[config.mk]
export PLATFORM = sky130hd
export DESIGN_NAME = deglitch_scan_scheduler
export DESIGN_NICKNAME = d
export VERILOG_FILES = /design/src/rtl/deglitch_sched_pkg.sv /design/src/rtl/tick_divider.sv /design/src/rtl/deglitch_scan_scheduler.sv
export SDC_FILE = /design/constraint.sdc
export NUM_CORES = 1
export LEC_CHECK = 0
export ABC_AREA = 1
export BUFFER_PORTS_ARGS = -buffer_cell sky130_fd_sc_hd__buf_4
export CAP_MARGIN = 10
export CELL_PAD_IN_SITES_DETAIL_PLACEMENT = 0
export CELL_PAD_IN_SITES_GLOBAL_PLACEMENT = 1
export CORE_UTILIZATION = 46
export DETAILED_ROUTE_END_ITERATION = 10
export GPL_ROUTABILITY_DRIVEN = 0
export PLACE_DENSITY = 0.79
export SETUP_SLACK_MARGIN = 0.2
export SLEW_MARGIN = 10
export SYNTH_ARGS = -nofsm -noshare
export SYNTH_HDL_FRONTEND = slang
export SYNTH_HIERARCHICAL = 1
export SYNTH_SLANG_ARGS = --single-unit
[constraint.sdc]
create_clock -name clk -period 5.2 [get_ports clk]
set_clock_uncertainty 0.15 [all_clocks]
set_input_delay 0.52 -clock clk [delete_from_list [all_inputs] [get_ports clk]]
set_output_delay 0.52 -clock clk [all_outputs]
set_load 0.02 [all_outputs]
[src/rtl/deglitch_sched_pkg.sv]
// Shared types and helpers for the round-robin deglitch scheduler.
package deglitch_sched_pkg;

  typedef enum logic {
    IDLE = 1'b0,
    SCAN = 1'b1
  } sched_state_t;

  // Keeps index ports at least one bit wide for a single-channel build.
  function automatic int idx_width(input int n);
    return (n > 1) ? $clog2(n) : 1;
  endfunction

endpackage

[src/rtl/tick_divider.sv]
// Free-running prescaler: tick is high for one cycle every PRESCALE clocks.
module tick_divider #(
  parameter int PRESCALE = 1000
) (
  input  logic reset,
  input  logic clk,
  output logic tick
);

  localparam int CW = (PRESCALE > 1) ? $clog2(PRESCALE) : 1;
  localparam logic [CW-1:0] LAST = CW'(PRESCALE - 1);

  logic [CW-1:0] count;

  always_ff @(posedge clk or posedge reset) begin
    if (reset) begin
      count <= '0;
    end else if (count == LAST) begin
      count <= '0;
    end else begin
      count <= count + CW'(1);
    end
  end

  assign tick = (count == LAST);

endmodule

[src/rtl/deglitch_scan_scheduler.sv]
// Time-multiplexed deglitch filter: one shared compare/increment path visits
// each channel once per sample period, with a programmable delay per channel.
module deglitch_scan_scheduler
  import deglitch_sched_pkg::*;
#(
  parameter int NUM_CHANNELS   = 8,
  parameter int PRESCALE       = 1000,
  parameter int DELAY_WIDTH    = 8,
  parameter int DEFAULT_DELAY  = 4,
  parameter bit DEFAULT_OUTPUT = 1'b0
) (
  input  logic                                        clk,
  input  logic                                        reset,
  input  logic [NUM_CHANNELS-1:0]                     in,
  input  logic                                        cfg_we,
  input  logic [idx_width(NUM_CHANNELS)-1:0]          cfg_channel,
  input  logic [DELAY_WIDTH-1:0]                      cfg_delay,
  output logic [NUM_CHANNELS-1:0]                     out,
  output logic [NUM_CHANNELS-1:0]                     changed,
  output logic                                        busy
);

  localparam int IW = idx_width(NUM_CHANNELS);
  localparam logic [IW-1:0] LAST_IDX = IW'(NUM_CHANNELS - 1);
  localparam logic [DELAY_WIDTH-1:0] RST_DELAY = DELAY_WIDTH'(DEFAULT_DELAY);

  generate
    if (PRESCALE <= NUM_CHANNELS) begin : g_bad_prescale
      $error("PRESCALE must exceed NUM_CHANNELS so a scan always ends before the next tick");
    end
  endgenerate

  function automatic logic [DELAY_WIDTH-1:0] sat_inc(input logic [DELAY_WIDTH-1:0] v);
    return (&v) ? v : v + DELAY_WIDTH'(1);
  endfunction

  sched_state_t            state, state_nxt;
  logic                    tick;
  logic [IW-1:0]           idx;
  logic [NUM_CHANNELS-1:0] snapshot;
  logic [DELAY_WIDTH-1:0]  cnt     [NUM_CHANNELS];
  logic [DELAY_WIDTH-1:0]  delay_q [NUM_CHANNELS];
  logic                    cfg_ok, scan_en, snap_bit, out_bit;
  logic [DELAY_WIDTH-1:0]  cnt_cur, dly_cur;

  tick_divider #(.PRESCALE(PRESCALE)) u_tick (
    .reset (reset),
    .clk   (clk),
    .tick  (tick)
  );

  always_ff @(posedge clk or posedge reset) begin
    if (reset) state <= IDLE;
    else       state <= state_nxt;
  end

  always_comb begin
    state_nxt = state;
    case (state)
      IDLE: if (tick) state_nxt = SCAN;
      SCAN: if (idx == LAST_IDX) state_nxt = IDLE;
    endcase
  end

  always_comb begin
    busy = (state == SCAN);
  end

  generate
    if ((1 << IW) == NUM_CHANNELS) begin : g_cfg_full
      assign cfg_ok = cfg_we;
    end else begin : g_cfg_range
      assign cfg_ok = cfg_we && (cfg_channel <= LAST_IDX);
    end
  endgenerate

  // Shared datapath: select the channel under scan; a same-cycle cfg write pre-empts it.
  always_comb begin
    snap_bit = snapshot[idx];
    out_bit  = out[idx];
    cnt_cur  = cnt[idx];
    dly_cur  = delay_q[idx];
    scan_en  = busy && !(cfg_ok && (cfg_channel == idx));
  end

  always_ff @(posedge clk or posedge reset) begin
    if (reset) begin
      out      <= {NUM_CHANNELS{DEFAULT_OUTPUT}};
      changed  <= '0;
      snapshot <= '0;
      idx      <= '0;
      for (int i = 0; i < NUM_CHANNELS; i++) begin
        cnt[i]     <= '0;
        delay_q[i] <= RST_DELAY;
      end
    end else begin
      changed <= '0;
      if (!busy && tick) begin
        snapshot <= in;
        idx      <= '0;
      end else if (busy) begin
        idx <= (idx == LAST_IDX) ? '0 : idx + IW'(1);
      end

      if (scan_en) begin
        if (snap_bit == out_bit) begin
          cnt[idx] <= '0;
        end else if (cnt_cur >= dly_cur) begin
          out[idx]     <= snap_bit;
          cnt[idx]     <= '0;
          changed[idx] <= 1'b1;
        end else begin
          cnt[idx] <= sat_inc(cnt_cur);
        end
      end

      if (cfg_ok) begin
        delay_q[cfg_channel] <= cfg_delay;
        cnt[cfg_channel]     <= '0;
      end
    end
  end

  a_no_tick_in_scan: assert property (@(posedge clk) disable iff (reset) !(tick && busy));

endmodule

# Word level (Yosys, flattened, before mapping)

Index checks and enable logic that the tools add are counted.

Add/subtract/negate cells: 3
Mux-type cells: 34
Reduce and logical (&&, ||, !) cells: 11
Shifts and indexed selects: 0
Divide/modulo/power cells: 0
Equality and inequality tests: 4
Bitwise operators: 8
$lt $le $gt $ge: 7
Multipliers: 0

Operators with widths:

| cell                                                                 | count |
|---|---|
| 64-bit 2-to-1 mux                                                    | 4 |
| 64-bit AND                                                           | 2 |
| 64-bit bitwise mux                                                   | 2 |
| 64-bit inverter                                                      | 2 |
| 8-bit 2-to-1 mux                                                     | 10 |
| 8-bit binary-select mux with 3-bit select                            | 2 |
| 8-bit demux with 3-bit select                                        | 2 |
| 10-bit by 1-bit adder with 10-bit output, second input constant      | 1 |
| 10-bit equality test, second input constant                          | 1 |
| 10-bit 2-to-1 mux                                                    | 1 |
| 3-bit 2-to-1 mux                                                     | 3 |
| 8-bit by 1-bit adder with 8-bit output, second input constant        | 1 |
| 8-bit bitwise mux                                                    | 1 |
| 4-bit greater-or-equal comparator, second input constant             | 2 |
| 8-bit greater-or-equal comparator                                    | 1 |
| 4-bit by 1-bit < comparator with 1-bit output, second input constant | 2 |
| 3-bit inverter with 4-bit output                                     | 2 |
| 8-bit AND reduction                                                  | 1 |
| 1-bit binary-select mux with 3-bit select                            | 2 |
| 1-bit logical AND                                                    | 6 |
| 1-bit 2-to-1 mux                                                     | 5 |
| 3-bit by 4-bit < comparator with 1-bit output, second input constant | 1 |
| 3-bit by 1-bit adder with 3-bit output, second input constant        | 1 |
| 1-bit demux with 3-bit select                                        | 1 |
| other kinds (9)                                                      | 11 |

Memories: 0
Bits in registers: 166
Output and inout bits: 17
Bits in read-only memories: 0
Bits in writable memories: 0
Latch bits: 0
Word-level logic and storage cells: 89

# Depth between registers and ports, before layout

Depth in word-level cells: 12
Gate-level depth with buffers: 22
Mapped depth without buffers: 20

# By module

The synthesis kept the hierarchy.

By module, submodules not included:

| module                  | seq. area each (µm²) | instances | cells each | area each (µm²) |
|---|---|---|---|---|
| deglitch_scan_scheduler | 3913.8               | 1         | 1019       | 8067.7 |
| tick_divider            | 250.2                | 1         | 83         | 578.1 |

# Worst setup path after synthesis

OpenSTA, ideal clock, no wires.

Path type: reg-to-reg
From: register idx[2]
To: register cnt[39] (netlist name)
Period minus slack after synthesis: 3294 ps
Required time: 4972 ps
Cell stages (with the launch flop): 22
Arrival time: 3066 ps
Setup slack: 1906 ps
Library setup time: 78 ps
Path through: dfrtp_1 > buf_4 > inv_2 > nor2_1 > inv_1 > nor2_1 > clkinv_1 > o22ai_1 > a221oi_1 > o2111ai_1 > inv_1 > ha_1 > nand2_1 > inv_1 > o21ai_0 > nand2_1 > nand2_1 > nand3_1 > nand3b_4 > nor2_2 > nand3_1 > a21oi_1

Word-level cells in the longest chain between the ends: 12
Elaborated cells on any way between the ends: 33
Classes of those cells: 1 x add/sub; 3 x order compare; 2 x eq/ne; 18 x mux; 4 x bitwise; 5 x reduce/logical

RTL lines:

| item                                                                        | line                           | RTL |
|---|---|---|
| start: declaration                                                          | deglitch_scan_scheduler.sv:39  | `logic [IW-1:0] idx;` |
| start signal: assignment                                                    | deglitch_scan_scheduler.sv:102 | `idx <= (idx == LAST_IDX) ? '0 : idx + IW'(1);` |
| 3-bit inverter with 4-bit output (implied by the code)                      | -                              |  |
| 8-bit binary-select mux with 3-bit select, or another cell as far along     | deglitch_scan_scheduler.sv:81  | `cnt_cur = cnt[idx];` |
| 8-bit 2-to-1 mux (implied by the code) or 1-bit logical AND (tied branches) | -                              |  |
| 8-bit 2-to-1 mux (on tied branches)                                         | -                              |  |
| 8-bit by 1-bit adder with 8-bit output, or another cell as far along        | deglitch_scan_scheduler.sv:34  | `return (&v) ? v : v + DELAY_WIDTH'(1);` |
| 8-bit 2-to-1 mux or 64-bit inverter (tied branches)                         | -                              |  |
| 64-bit bitwise mux or 64-bit AND (tied branches)                            | -                              |  |
| 64-bit 2-to-1 mux                                                           | deglitch_scan_scheduler.sv:108 | `end else if (cnt_cur >= dly_cur) begin` |
| 64-bit 2-to-1 mux                                                           | deglitch_scan_scheduler.sv:106 | `if (snap_bit == out_bit) begin` |
| 64-bit 2-to-1 mux (*)                                                       | deglitch_scan_scheduler.sv:105 | `if (scan_en) begin` |
| 64-bit AND (no source line)                                                 | -                              |  |
| 64-bit 2-to-1 mux (*)                                                       | deglitch_scan_scheduler.sv:117 | `if (cfg_ok) begin` |
| end signal: indexed assignment                                              | deglitch_scan_scheduler.sv:113 | `cnt[idx] <= sat_inc(cnt_cur);` |
| end: declaration                                                            | deglitch_scan_scheduler.sv:41  | `logic [DELAY_WIDTH-1:0] cnt [NUM_CHANNELS];` |

Mark *: on every way between the ends. The rest lies on a longest branch, timed or not. The select of a mux whose other input is x is not followed.
A chain may end at the register's enable or synchronous reset.

# Worst setup path in the final report

From: register idx[1]
To: register cnt[43] (netlist name)

The elaborated chain is that of the path after synthesis.

==> impl_metrics.yaml <==
min_path:
  hp-class: "in2reg"
route:
  num_vias: 7429
  first_iter_violations: 621
  routed_via_density: 5.38
  postRouteWirelength_um: 25800
  postRouteAntennaNets: 0
  wire_per_inst_um: 18.7
  drc: 3
  dr.pass1.iters: 8
logic_synthesis:
  synth_flop_cell: "dfrtp_1"
  synthTopCellsByArea: "dfrtp_1 (46%), nand2_1 (16%), a21oi_1 (5.7%)"
  avgSynthCellArea_um2: 7.85
  ys_warn_count: 6
  ys_ff_latch: 166
  netlist_area_um2: 8650
  synthArstFlopShare_pct: 100
  ys_seq_area_share_pct: 48.2
  synthCells: 1102
  ys_types: 40
  netlist.area_leader.share_pct: 45.7
  syn_nets: 1136
  synth_area_leader_cell: "dfrtp_1"
  synth_edf_count: 0
cts:
  clk_pin_slew_worst_paths_ns: 0.07
  insertion_delay_ns: 0.44
  post-cts-setup-buffers: 0
  cts_root_buf: "clkbuf_16"
  cts_tree: "built"
  clock_sinks: 166
  clock_path_buffers: 2
  cts_resized: 0
  cts_max_level: 4
  numCtsBuffers: 17
sta:
  setup_violations: 0
  timing.fmax_mhz: 224
  rsz0062_at_grt: "no"
  maxSlewHeadroom_pct: 19.5
  drv_slew: 0
  worst_pin_slew_ns: 1.20
  finalHoldViolations: 0
  tns_ns: 0
  period_share_pct: 85.8
  worst_slack_ns: 0.737
  fin_crit_ns: 4.46
power:
  powerDensity_nw_per_um2: 316
  ir_drop_mv: 0.222
  total_power_mw: 3.11
  p_leak_nw: 4.65
die:
  core-area_um2: 18200
  io_pins: 39
  die_area_um2: 19300
  die_w_um: 139
  fp-row-count: 49
  die_y_um: 139
  start_util_pct: 47.5
final_layout:
  antenna_cells: 0
  area_growth_syn_to_layout_pct: 13.8
  stdcell_count: 1381
  fin_area_um2: 9840
  fin_nets: 1173
  drive_above_1_share_pct: 16.1
setup_path:
  crit_fanout: 11
  slowest_stage: "clkinv_1"
  cp-start-kind: "register"
  cp_cell_sequence: "nor2_4, inv_2, nor2_2, clkinv_1, o22ai_1, a221oi_1, o2111ai_1, inv_1, ha_1, inv_1, nor2_1, o21ai_0, nand2_1, nand2_1, nand3_1, nand3b_4, nor2_2, nand3_1, a21oi_1"
  worst_ep_required_time_ns: 5.41
  slowest_delay_ns: 0.58
  critPathKind: "reg2reg"
  setup.worst_path.end_class: "register"
  cp_data_arrival_time_ns: 4.67
grt:
  grt_overflow: 0
  grt_usage_pct: 28.3
  grt_antenna_before_repair: 0
  grt_max_degree: 82
  grt_pass1_vias: 7178
  grt_pass1_wl_um: 40900
place:
  pre_cts_ws_ns: 0.795
  hpwl_um: 18000
  io_buffers: 38
  dpl_cell_area_um2: 9170
  place_inst: 1348
job:
  cap_violations: 0
run_status:
  violations: "design-rule violations"
  status: "finished with violations"
[per-layer routing]
layer	share of wire [%]	GRT usage [%]	wire length (um)	vias to the layer above
li1	-	-	-	3600
met1	45	38.3	11500	3560
met2	47	45.2	12100	231
met3	6.0	5.56	1540	38
met4	2.3	9.82	603	0
met5	0	0	0	-
[cells by family after synthesis]
| family | Yosys count | synth area share [%] |
|---|---|---|
| xor+xnor | 2 | 0.203 |
| mux | 12 | 1.56 |
| buf+inv | 158 | 7.81 |
| simple gates | 565 | 28.6 |
| fa+ha+maj | 12 | 1.74 |
| compound gates | 187 | 11.9 |
| flops | 166 | 48.2 |
[synth_stat cells, drive strengths merged, types with 2 or more instances]
cell type,instances
dfrtp,158
dfstp,8
nand2,396
nand3b,2
nor3,3
nor4,6
nand4,4
xor2,2
nand3,58
mux2,12
o2111ai,5
a22oi,6
ha,12
buf,18
nor2,95
o21ai,57
inv,117
a221oi,8
a21oi,98
clkbuf,19
clkinv,4
o22ai,11
[cell usage in the layout (no fill, tap or decap), drive strengths merged]
master / instances
or2: 1
nor3: 3
nor4: 6
nand4: 4
o21ai: 57
nand3b: 2
o21a: 1
o21bai: 1
a22oi: 6
dlygate4sd3: 1
nor2: 95
buf: 54
clkbuf: 22
o22ai: 11
a21oi: 98
nand2: 396
dfstp: 8
bufinv: 5
inv: 118
xor2: 2
clkinv: 6
nand3: 58
ha: 12
a221oi: 8
mux2: 12
dfrtp: 158
clkinvlp: 2
o2111ai: 5
[final cells by class]
| class | instances | area, um^2 |
|---|---|---|
| tap | 229 | 287 |
| multi-input combinational | 778 | 3850 |
| clock inverter | 10 | 194 |
| sequential | 166 | 4170 |
| inverter | 121 | 462 |
| clock buffer | 22 | 464 |
| fill | 1784 | 8370 |
| timing repair buffer | 55 | 415 |
[repair_timing]
| item | 4_1_cts | 5_1_grt |
|---|---|---|
| hold endpoints to repair | 10 | 0 |
| hold buffers | 1 | 0 |
| setup endpoints to repair | 0 | 0 |
[final timing paths]
check                             from         endpoint  slack (ns)  depth (start not counted)
hold reg to reg            delay_q[12]      delay_q[12]        0.33                          2
setup reg to reg                idx[1]          cnt[43]        0.74                         19
min in group asynchronous        reset  u_tick/count[9]        0.54                          3
setup / recovery                idx[1]          cnt[43]        0.74                         19
hold / removal                   in[3]      snapshot[3]        0.16                          2
max in group asynchronous        reset      delay_q[36]        3.19                          4
[flip-flops by register name (all words and copies together), names as in the netlist]
register	count
cnt	64
delay_q	64
u_tick/count	10
changed	8
out	8
snapshot	8
idx	3
busy	1
[metrics by stage]
step           utilization, %  hold WS (ns)
3_3_place_gp             50.3         0.317
2_1_floorplan               -         0.210
6_report                 54.0         0.163
3_5_place_dp             50.3         0.318
4_1_cts                  54.0         0.150
5_1_grt                  54.0         0.148
[power breakdown]
part,switching (mW),internal [mW],total [mW]
Clock,0.535,0.883,1.42
Sequential,0.0471,1.41,1.45
Combinational,0.152,0.0886,0.241
Total,0.734,2.38,3.11
[critical path, delay by kind of cell (launching register included)]
family          cells  cell delay (ns)
compound gates      5             0.86
simple gates        9             1.71
fa+ha+maj           1             0.31
flops               1             0.56
buf+inv             4             0.79
Note: power is estimated with default switching activity, not from simulation.
